==> config.mk <==
export PLATFORM = sky130hd
export DESIGN_NAME = note_rom_loader
export DESIGN_NICKNAME = d
export VERILOG_FILES = /design/src/rtl/note_rom_loader.sv
export SDC_FILE = /design/constraint.sdc
export NUM_CORES = 1
export LEC_CHECK = 0
export BUFFER_PORTS_ARGS = -buffer_cell sky130_fd_sc_hd__buf_2
export CAP_MARGIN = 20
export CELL_PAD_IN_SITES_DETAIL_PLACEMENT = 1
export CELL_PAD_IN_SITES_GLOBAL_PLACEMENT = 1
export CORE_MARGIN = 1
export CORE_UTILIZATION = 35
export CTS_CLUSTER_DIAMETER = 120
export DETAILED_ROUTE_END_ITERATION = 8
export PLACE_DENSITY_LB_ADDON = 0.25
export SLEW_MARGIN = 20
export SYNTH_ARGS = -nofsm -noshare
export SYNTH_HDL_FRONTEND = slang
export SYNTH_SLANG_ARGS = --single-unit
==> constraint.sdc <==
create_clock -name i_clk -period 4.9 [get_ports i_clk]
set_input_delay 0.98 -clock i_clk [delete_from_list [all_inputs] [get_ports i_clk]]
set_output_delay 0.98 -clock i_clk [all_outputs]
set_load 0.1 [all_outputs]
==> src/rtl/note_rom_loader.sv <==
// rtl/note_rom_loader.sv - assembles a byte stream into 16-bit note words in RAM; optional NOTE_ROM_LOADER_CHECKSUM_EN
module note_rom_loader #(
    parameter int DEPTH  = 17,
    parameter int ADDR_W = 5
) (
    input  logic              i_clk,
    input  logic              i_rst_n,
    input  logic              i_start,
    input  logic [7:0]        i_byte,
    input  logic              i_byte_valid,
    input  logic              i_byte_last,
    output logic              o_byte_ready,
    input  logic [ADDR_W-1:0] i_rd_addr,
    output logic [15:0]       o_rd_data,
    output logic              o_busy,
    output logic              o_done,
    output logic [ADDR_W:0]   o_word_count,
    output logic [7:0]        o_checksum
);

    typedef enum logic [1:0] {S_IDLE, S_LO, S_HI, S_DONE} state_t;

    localparam logic [ADDR_W-1:0] LAST_ADDR = ADDR_W'(DEPTH - 1);
    localparam logic [ADDR_W:0]   DEPTH_W   = (ADDR_W + 1)'(DEPTH);

    state_t            state_q, state_d;
    logic [ADDR_W-1:0] wr_addr_q, wr_addr_d;
    logic [ADDR_W:0]   count_q, count_d;
    logic [ADDR_W:0]   word_count_q, word_count_d;
    logic [7:0]        low_q, low_d;
    logic              ready_q, ready_d;
    logic              done_q, done_d;
    logic [15:0]       rd_data_q, rd_data_d;
    logic              wr_en;
    logic [15:0]       wr_data;
    logic              accept;
    logic              start_clr;

    logic [15:0] mem [DEPTH];

    assign accept    = i_byte_valid && ready_q;
    // i_start is ignored only in DONE; in LO/HI it restarts and drops a same-edge byte
    assign start_clr = i_start && (state_q != S_DONE);

    always_ff @(posedge i_clk or negedge i_rst_n) begin
        if (!i_rst_n) begin
            state_q      <= S_IDLE;
            wr_addr_q    <= '0;
            count_q      <= '0;
            word_count_q <= '0;
            low_q        <= '0;
            ready_q      <= 1'b0;
            done_q       <= 1'b0;
            rd_data_q    <= '0;
        end else begin
            state_q      <= state_d;
            wr_addr_q    <= wr_addr_d;
            count_q      <= count_d;
            word_count_q <= word_count_d;
            low_q        <= low_d;
            ready_q      <= ready_d;
            done_q       <= done_d;
            rd_data_q    <= rd_data_d;
        end
    end

    always_comb begin
        state_d   = state_q;
        wr_addr_d = wr_addr_q;
        count_d   = count_q;
        low_d     = low_q;
        wr_en     = 1'b0;
        wr_data   = 16'h0000;
        case (state_q)
            S_IDLE: begin
                if (i_start) begin
                    state_d   = S_LO;
                    wr_addr_d = '0;
                    count_d   = '0;
                end
            end
            S_LO: begin
                if (i_start) begin
                    state_d   = S_LO;
                    wr_addr_d = '0;
                    count_d   = '0;
                end else if (accept) begin
                    low_d = i_byte;
                    if (i_byte_last) begin
                        wr_en   = 1'b1;
                        wr_data = {8'h00, i_byte};
                        count_d = count_q + 1'b1;
                        state_d = S_DONE;
                    end else begin
                        state_d = S_HI;
                    end
                end
            end
            S_HI: begin
                if (i_start) begin
                    state_d   = S_LO;
                    wr_addr_d = '0;
                    count_d   = '0;
                end else if (accept) begin
                    wr_en   = 1'b1;
                    wr_data = {i_byte, low_q};
                    count_d = count_q + 1'b1;
                    if (i_byte_last || wr_addr_q == LAST_ADDR) begin
                        state_d = S_DONE;
                    end else begin
                        wr_addr_d = wr_addr_q + 1'b1;
                        state_d   = S_LO;
                    end
                end
            end
            S_DONE:  state_d = S_IDLE;
            default: state_d = S_IDLE;
        endcase
    end

    // Outputs are decoded from the next state so they come straight from flops
    always_comb begin
        ready_d      = (state_d == S_LO) || (state_d == S_HI);
        done_d       = (state_d == S_DONE);
        word_count_d = (state_d == S_DONE) ? count_d : word_count_q;
    end

    always_ff @(posedge i_clk) begin
        if (wr_en) begin
            mem[wr_addr_q] <= wr_data;
        end
    end

    always_comb begin
        rd_data_d = 16'h0000;
        if ({1'b0, i_rd_addr} < DEPTH_W) begin
            rd_data_d = mem[i_rd_addr];
        end
    end

    assign o_byte_ready = ready_q;
    assign o_busy       = ready_q;
    assign o_done       = done_q;
    assign o_word_count = word_count_q;
    assign o_rd_data    = rd_data_q;

`ifdef NOTE_ROM_LOADER_CHECKSUM_EN
    logic [7:0] checksum_q, checksum_d;

    always_comb begin
        checksum_d = checksum_q;
        if (start_clr) begin
            checksum_d = 8'h00;
        end else if (accept) begin
            checksum_d = checksum_q ^ i_byte;
        end
    end

    always_ff @(posedge i_clk or negedge i_rst_n) begin
        if (!i_rst_n) begin
            checksum_q <= 8'h00;
        end else begin
            checksum_q <= checksum_d;
        end
    end

    assign o_checksum = checksum_q;
`else
    assign o_checksum = 8'h00;
`endif

endmodule

==> flow_summary.yaml <==
routing:
  dr.pass1.iters: 6
  drc: 4
  vias_per_cell: 5.20
  finalWirelength_microns: 31500
  vias: 7012
  wl_per_cell_microns: 23.4
  ant_nets: 0
  drt-initial-drc-count: 361
final_layout:
  areaGrowthSynthToFinish_pct: 14.2
  final_core_util_pct: 40.8
  n_fill_cell: 3553
  diodes: 0
  final_area_sq_um: 14500
  fin_nets: 890
  drive_gt1_share_pct: 14.8
clocking:
  worstSkewPairLatency_ns: 0.52
  root_buffer: "clkbuf_16"
  cts_resized: 0
  h-tree-depth: 2
  clock_path_buffers: 3
  numCtsBuffers: 34
  postCtsHoldBufs: 0
  cts_setup_buffers: 0
  clk_pin_slew_ns: 0.06
  cts.sinks: 317
  cts_tree: "done"
floorplan:
  rows: 69
  die_w_microns: 193
  initial_utilization_pct: 35.7
  core_sq_um: 35700
  io_pins: 51
  dieArea_sq_um: 37100
  die_h_microns: 193
run_status:
  status: "complete, but fails checks"
  failed_checks: "DRC"
worst_setup_path:
  required_ns: 5.03
  critical_path_arrival_ns: 3.40
  rr_worst_depth: 6
  critPathLaunchType: "input port"
  cp_max_fo: 16
  path_class: "in2reg"
  crit_path_end_kind: "flip-flop"
grt:
  grt_max_degree: 50
  grt_pass1_vias: 7208
  grt_pass1_wl_microns: 46200
  grt_overflow: 0
  grt_usage_pct: 17.4
  antenna_found_initial: 0
yosys:
  yosys_most_used_dff: "edfxtp_1"
  synth-async-reset-ratio_pct: 14.2
  synthCells: 815
  yosysTopAreaCell: "edfxtp_1"
  yosys-top-cells-area: "edfxtp_1 (64%), mux2i_1 (10%), dfrtp_1 (8.8%)"
  syn_avg_cell_area_sq_um: 15.6
  synth-seq-cells: 317
  ys_types: 42
  synth.most_common_cell: "edfxtp_1"
  ys_top_cells_by_count: "edfxtp_1 (272), mux2i_1 (129), nand3_1 (58)"
  ys_seq_area_share_pct: 73.0
  synth-edff-count: 272
  yosys_warnings: 0
  synth_top_cell_area_share_pct: 64.2
  syn_area_sq_um: 12700
placement:
  placed_area_sq_um: 13400
  hpwl_microns: 20400
  gp_congestion: 0.751
  port_buffers: 42
sta:
  finalClockSkew_ns: 0.0190
  fin_tns_setup_ns: 0
  drv_slew: 0
  worst_pin_slew_ns: 1.08
  finalSetupViolations: 0
  period_share_pct: 66.8
  holdWs_ns: 0.460
  finalHoldViolCount: 0
  rsz0062_at_grt: "false"
  max_freq_ghz: 0.305
  min_period_ns: 3.27
  relSlewSlack_pct: 28.2
power_and_ir_drop:
  ir_drop_mv: 0.355
  p_leak_uw: 0.00514
  power_density_nw_per_um2: 438
  power_uw: 6370
min_path:
  hold_class: "reg2reg"
  worstHoldPathCells: 2
flow_run:
  maxCapViolations: 0
[layout by cell type, fill, tap and decap left out, types with 3 or more instances in the layout]
cell and n:
a21oi_1 5, a22o_1 8, a22oi_1 49, a31oi_1 18, and2_1 10, buf_2 40
buf_4 14, clkbuf_1 15, clkbuf_16 35, clkbuf_8 5, conb_1 8, dfrtp_1 45
edfxtp_1 272, ha_1 11, inv_1 6, mux2_2 13, mux2i_1 129, nand2_1 57
nand2b_1 3, nand3_1 58, nor2_1 19, nor2_2 16, nor2b_1 5, nor3_1 3
o21ai_0 6, o21ai_1 3, or3_1 3, or4_1 3
[final timing paths]
check	end	start	slack, ns
worst max-delay path	mem[9][11]	i_byte_valid	1.63
worst min-delay path	o_rd_data[9]	mem[16][9]	0.46
worst max register to register	mem[9][11]	state_q[0]	1.63
worst min register to register	o_rd_data[9]	mem[16][9]	0.46
max in group asynchronous	o_rd_data[4]	i_rst_n	3.83
min in group asynchronous	low_q[4]	i_rst_n	0.59
[sequential cells by signal, summed over array words and instances (netlist names), 2 cells and up]
register	flops
mem	272
o_word_count	6
wr_addr_q	5
state_q	2
count_q	6
o_rd_data	16
low_q	8
[critical path: stages]
cell and delay, ns:
buf_2 0.12, and2_0 0.26, nand2_1 0.13, nor3_1 0.68, nand2_1 0.44, nor2_2 0.78
[per-layer routing]
metal  wire length (microns)  global-route usage [%]
met5                       0                       0
met4                     532                    4.69
met3                    1260                    2.69
met2                   15500                    29.4
met1                   14300                    23.3
[final cells by class]
type	count	area, sq um	share of cell area [%]
inverter	6	22.5	0.155
sequential	317	9290	63.9
timing repair buffer	54	305	2.10
multi-input combinational	448	3230	22.2
clock buffer	55	1000	6.89
tap	461	577	3.97
clock inverter	7	105	0.723
[logic make-up (layout without fill, tap and decap cells)]
kind of cell               count (synthesis)  after routing  synth area share (%)
muxes                                    142            142                  11.3
other                                      1              8                0.0295
and+or+nand+nor                          187            187                  6.87
DFF                                      317            317                  73.0
buffers and inverters                     57            122                  2.12
adders and majority gates                 11             11                  1.08
AOI/OAI and AO/OA                        100            100                  5.58
[where the power goes]
part	switching (uW)	internal, uW
combinational	608	189
sequential	51.3	3000
clock	1000	1510
total	1660	4700
[stage by stage]
| stage | setup slack [ns] | std cells |
|---|---|---|
| 3_5_place_dp | 1.13 | 1286 |
| 5_1_grt | 1.45 | 1348 |
| 2_1_floorplan | 1.89 | 822 |
| 6_report | 1.63 | 1348 |
| 3_3_place_gp | 1.18 | 1286 |
| 4_1_cts | 1.65 | 1348 |
No activity file was read; power rests on OpenSTA's default activity.
